<file path="src/rtl/pad_mux_sequencer.sv">
// Registered pad-group mux: routes one functional source (or the test path) to the pads,
// switching sources only through a handshaked request that parks the pads safe for SETTLE cycles.
module pad_mux_sequencer #(
    parameter int                NUM_SRC   = 4,
    parameter int                DATA_W    = 4,
    parameter int                CTL_W     = 5,
    parameter int                SETTLE    = 3,
    parameter int                RESET_SEL = 0,
    parameter logic [CTL_W-1:0]  SAFE_CTL  = CTL_W'(5'b00001),
    parameter int                SEL_W     = $clog2(NUM_SRC)
) (
    input  logic                        clk,
    input  logic                        rst,
    input  logic                        req_valid,
    input  logic [SEL_W-1:0]            req_sel,
    output logic                        req_ready,
    input  logic [NUM_SRC*DATA_W-1:0]   src_data,
    input  logic [CTL_W-1:0]            port_ctl,
    input  logic                        test_mode,
    input  logic [DATA_W-1:0]           test_data,
    input  logic [CTL_W-1:0]            test_ctl,
    output logic [DATA_W-1:0]           pad_data,
    output logic [CTL_W-1:0]            pad_ctl,
    output logic [SEL_W-1:0]            cur_sel,
    output logic                        busy,
    output logic                        done,
    output logic                        sel_err
);

    typedef enum logic {IDLE, DRAIN} state_t;

    state_t              state_q, state_d;
    logic [7:0]          cnt_q, cnt_d;
    logic [SEL_W-1:0]    pend_q, pend_d;
    logic [SEL_W-1:0]    sel_q, sel_d;
    logic [DATA_W-1:0]   pdata_q, pdata_d;
    logic [CTL_W-1:0]    pctl_q, pctl_d;
    logic                busy_q, busy_d;
    logic                done_q, done_d;
    logic                err_q, err_d;

    logic                accept;
    logic                sel_ok;
    logic [31:0]         sel_ext;
    logic [DATA_W-1:0]   src_mux;

    assign req_ready = (state_q == IDLE) && !rst;
    assign accept    = req_valid && req_ready;
    // Widen before comparing so the range check stays meaningful when NUM_SRC is a power of two
    assign sel_ext   = 32'(req_sel);
    assign sel_ok    = sel_ext < 32'(NUM_SRC);

    always_comb begin
        state_d = state_q;
        cnt_d   = cnt_q;
        pend_d  = pend_q;
        sel_d   = sel_q;
        done_d  = 1'b0;
        err_d   = 1'b0;
        case (state_q)
            IDLE: begin
                if (accept) begin
                    if (!sel_ok) begin
                        err_d = 1'b1;
                    end else if (req_sel == sel_q) begin
                        done_d = 1'b1;
                    end else begin
                        pend_d  = req_sel;
                        state_d = DRAIN;
                        cnt_d   = 8'(SETTLE - 1);
                    end
                end
            end
            DRAIN: begin
                if (cnt_q == 8'd0) begin
                    state_d = IDLE;
                    sel_d   = pend_q;
                    done_d  = 1'b1;
                end else begin
                    cnt_d = cnt_q - 8'd1;
                end
            end
            default: state_d = IDLE;
        endcase
        busy_d = (state_d == DRAIN);
    end

    // Pads follow the source that will be current after this edge
    always_comb begin
        src_mux = '0;
        for (int i = 0; i < NUM_SRC; i++) begin
            if (sel_d == SEL_W'(i)) src_mux = src_data[i*DATA_W +: DATA_W];
        end
    end

    always_comb begin
        pdata_d = src_mux;
        pctl_d  = port_ctl;
        if (test_mode) begin
            pdata_d = test_data;
            pctl_d  = test_ctl;
        end else if (state_d == DRAIN) begin
            pdata_d = '0;
            pctl_d  = SAFE_CTL;
        end
    end

    always_ff @(posedge clk) begin
        if (rst) begin
            state_q <= IDLE;
            cnt_q   <= 8'd0;
            pend_q  <= SEL_W'(RESET_SEL);
            sel_q   <= SEL_W'(RESET_SEL);
            pdata_q <= '0;
            pctl_q  <= SAFE_CTL;
            busy_q  <= 1'b0;
            done_q  <= 1'b0;
            err_q   <= 1'b0;
        end else begin
            state_q <= state_d;
            cnt_q   <= cnt_d;
            pend_q  <= pend_d;
            sel_q   <= sel_d;
            pdata_q <= pdata_d;
            pctl_q  <= pctl_d;
            busy_q  <= busy_d;
            done_q  <= done_d;
            err_q   <= err_d;
        end
    end

    assign pad_data = pdata_q;
    assign pad_ctl  = pctl_q;
    assign cur_sel  = sel_q;
    assign busy     = busy_q;
    assign done     = done_q;
    assign sel_err  = err_q;

endmodule

</file>
<file path="config.mk">
export PLATFORM = sky130hd
export DESIGN_NAME = pad_mux_sequencer
export DESIGN_NICKNAME = d
export VERILOG_FILES = /design/src/rtl/pad_mux_sequencer.sv
export SDC_FILE = /design/constraint.sdc
export NUM_CORES = 1
export LEC_CHECK = 0
export BUFFER_PORTS_ARGS = -buffer_cell sky130_fd_sc_hd__buf_2
export CORE_MARGIN = 2
export CORE_UTILIZATION = 52
export DETAILED_ROUTE_END_ITERATION = 10
export PLACE_DENSITY = 0.84
export SETUP_SLACK_MARGIN = 0.3
export SLEW_MARGIN = 20
export SYNTH_ARGS = -nofsm -noshare
export SYNTH_HDL_FRONTEND = slang
export SYNTH_SLANG_ARGS = --single-unit
</file>
<file path="constraint.sdc">
create_clock -name clk -period 3.7 [get_ports clk]
set_clock_uncertainty 0.2 [all_clocks]
set_input_delay 0.185 -clock clk [delete_from_list [all_inputs] [get_ports clk]]
set_output_delay 0.185 -clock clk [all_outputs]
set_load 0.02 [all_outputs]
</file>
==> impl_metrics.csv <==
group,metric,value,unit
floorplan,rows,18,
yosys,synth-xor-area-share,2.53,%
grt,overflow,0,
cells_and_area,layout.nets,234,
cells_and_area,area_delta_synth_final,30.9,%
grt,grt_antenna_before_repair,0,
yosys,synthMuxAreaShare,22.0,%
floorplan,core_area,2500,um2
hold_path,min_from,"rst",
setup_path,end_kind,"flop",
sta,drv_slew,0,
setup_path,crit_fanout,6,
yosys,avgSynthCellArea,10.3,um2
yosys,synthDistinctLibCells,37,
cells_and_area,layout_commonest_cell,"buf_2",
setup_path,reg2reg_to,"pad_ctl[0]$_SDFF_PP1_",
detailed_routing,drt_wl_total,3540,um
sta,timing.fmax,0.397,GHz
yosys,synthesis.area,1390,um2
clock_tree,clk_latency,0.33,ns
sta,relSlewSlack,53.2,%
run,drv_cap,0,
sta,setup-violations-final,0,
hold_path,worstHoldPathCells,2,
hold_path,hold_path_class,"in2reg",
clock_tree,numCtsBuffers,3,
sta,period_needed,2.52,ns
yosys,async_reset_ff_share,0,%
setup_path,critPathLaunch,"cnt_q[2]$_SDFFE_PP0P_",
status,status,"completed",
setup_path,r2r-start,"cnt_q[2]$_SDFFE_PP0P_",
cells_and_area,drive_gt1_share,36.4,%
cells_and_area,ff_latch_area,460,um2
sta,rsz0062_at_grt,"no",
clock_tree,cts_setup_buffers,0,
setup_path,critical_path_required,3.71,ns
yosys,seq_area_frac_synth,33.2,%
floorplan,io_pins,51,
yosys,synth-main-ff-cell,"dfxtp_1",
setup_path,crit_arrival,2.52,ns
detailed_routing,num_vias,1316,
sta,whs,0.0302,ns
placement,hpwl,2490,um
yosys,postSynthCellCount,135,
grt,grt_max_degree,18,
placement,dpl_worst_slack,1.59,ns
detailed_routing,ant_nets,0,
sta,finalSetupTns,0,ns
clock_tree,htreeDepth,1,
setup_path,cp_slowest_stage_delay,0.59,ns
power_and_ir_drop,p_per_area,392,nW/um2
setup_path,critical_path_class,"reg2reg",
setup_path,startpoint_type,"flop",
detailed_routing,dr.pass1.iters,4,
clock_tree,cts_tree,"yes",
placement,io_buffers,49,
sta,fin_crit_sh,68.0,%
hold_path,holdPathEnd,"cur_sel[0]$_SDFF_PP0_",
clock_tree,cts_buffer_depth,2,
yosys,syn_nets,173,
yosys,yosys.area_share.simple,20.7,%
yosys,ys_warn_count,0,
floorplan,initial_utilization,55.4,%
grt,grt_pass1_vias,1349,
sta,worstMarginPinSlew,0.702,ns
grt,track_usage,23.6,%
power_and_ir_drop,vdd.ir_drop.worst,274,uV
yosys,synth_edf_count,0,
placement,gp_congestion,0.858,
yosys,synth_compound_area_share,14.4,%
sta,worst_slack,1.18,ns
setup_path,rrSetupSlack,1.18,ns
power_and_ir_drop,p_leak,0.791,nW
setup_path,critPathSlowestCell,"dlygate4sd3_1",
yosys,synth-adder-area-share,1.81,%
setup_path,reg2regPathDepth,5,
detailed_routing,drc,0,
clock_tree,cts.sinks,23,
sta,final_hold_viol_count,0,
yosys,synth_top_family_by_area,"multiplexers",
detailed_routing,wl_per_cell,15.7,um
cells_and_area,multi_input_area,855,um2
floorplan,fp.dieArea,3090,um2
detailed_routing,drt-initial-drc-count,45,
clock_tree,clkTransAtPathRegs,0.13,ns
yosys,ys_ff_latch,23,
grt,grt_pass1_wl,5840,um
setup_path,crit_chain,"nor4_4, a31oi_2, o41ai_1, dlygate4sd3_1, nand2_1",
cells_and_area,nFillCells,181,
cells_and_area,final_cell_mix,"49 x buf_2, 23 x dfxtp_1, 17 x dlygate4sd3_1, 9 x nand2_1, 9 x a21oi_1",
clock_tree,cts_root_buffer,"clkbuf_4",
cells_and_area,n_antenna_cell,0,
detailed_routing,viasPerCell,5.85,
floorplan,die_w,55.6,um
floorplan,die_y,55.6,um
[kinds of logic (layout without fill, tap and decap cells)]
| family | Yosys count | after routing |
|---|---|---|
| flops | 23 | 23 |
| simple gates | 43 | 43 |
| fa+ha+maj | 2 | 2 |
| xor+xnor | 4 | 4 |
| mux | 20 | 20 |
| compound gates | 27 | 27 |
| buf+inv | 15 | 75 |
| other cells | 1 | 1 |
[layer usage]
| layer | track usage (%) | part of all wire [%] |
|---|---|---|
| met5 | 0 | 0 |
| met4 | 8.01 | 1.6 |
| met3 | 3.95 | 5.6 |
| met2 | 42.9 | 53 |
| met1 | 28.1 | 39 |
[cells in the mapped netlist, drive strengths merged (2+ instances only)]
cell	instances	area share, %
mux4	8	13
nor3	2	0.72
nor2	7	1.9
o41ai	2	1.3
nand3	7	2.5
buf	5	2.3
inv	5	1.4
mux2i	8	5.8
clkbuf	5	1.4
mux2	4	3.3
o21ai	4	1.7
ha	2	1.8
o2111ai	2	1.3
nand2	9	2.4
nor2b	3	1.4
a21oi	9	3.3
a22o	4	2.5
nand4b	5	4.2
xor2	2	1.3
xnor2	2	1.3
dfxtp	23	33
nand3b	6	3.3
[critical path, delay by kind of cell, from the launching register on]
family	cells	cell delay, ns
buffers and inverters	1	0.59
DFF	1	0.41
AOI/OAI and AO/OA	2	0.63
and+or+nand+nor	2	0.58
[layout make-up]
type | count | area share (%)
inverter | 5 | 1.04
tap | 30 | 2.07
clock buffer | 4 | 1.45
multi-input combinational | 97 | 47.1
sequential | 23 | 25.4
timing repair buffer | 66 | 22.9
[state kept, by name, indices dropped and copies added (netlist names)]
register,flops
cur_sel,2
cnt_q,8
busy,1
pad_data,4
pad_ctl,5
done,1
pend_q,2
[worst max-delay path by stage]
stage	endpoint	slack, ns	cells after the start
after floorplan	cnt_q[3]$_SDFFE_PP0P_	1.76	5
after global placement	pad_data[1]$_SDFF_PP0_	1.65	4
after detailed placement	pad_data[1]$_SDFF_PP0_	1.59	4
after CTS	pad_ctl[0]$_SDFF_PP1_	1.23	5
after global routing	pad_ctl[0]$_SDFF_PP1_	0.99	5
final	pad_ctl[0]$_SDFF_PP1_	1.18	5
[through the flow]
| stage | util (%) | power [W] | std cells | instance area [um2] |
|---|---|---|---|---|
| after global routing | 72.5 | 0.000750 | 225 | 1810 |
| after CTS | 72.5 | 0.000709 | 225 | 1810 |
| after detailed placement | 64.7 | 0.000574 | 204 | 1620 |
| after floorplan | - | 0.000509 | 135 | 1390 |
| final | 72.5 | 0.000711 | 225 | 1810 |
| after global placement | 64.7 | 0.000562 | 204 | 1620 |
[repair_timing]
action | CTS | global route
gates resized for setup | 0 | 0
hold buffers | 17 | 0
setup endpoints to repair | 0 | 0
hold endpoints to repair | 11 | 0
[report_power, final]
group | leakage (nW) | total (W) | switching [W] | internal, W
Sequential | 0.189 | 0.000311 | 0.0000341 | 0.000277
Clock | 0.0150 | 0.000122 | 0.0000799 | 0.0000424
Combinational | 0.587 | 0.000278 | 0.000143 | 0.000134
Total | 0.791 | 0.000711 | 0.000257 | 0.000454
(Power assumes the default switching activity.)
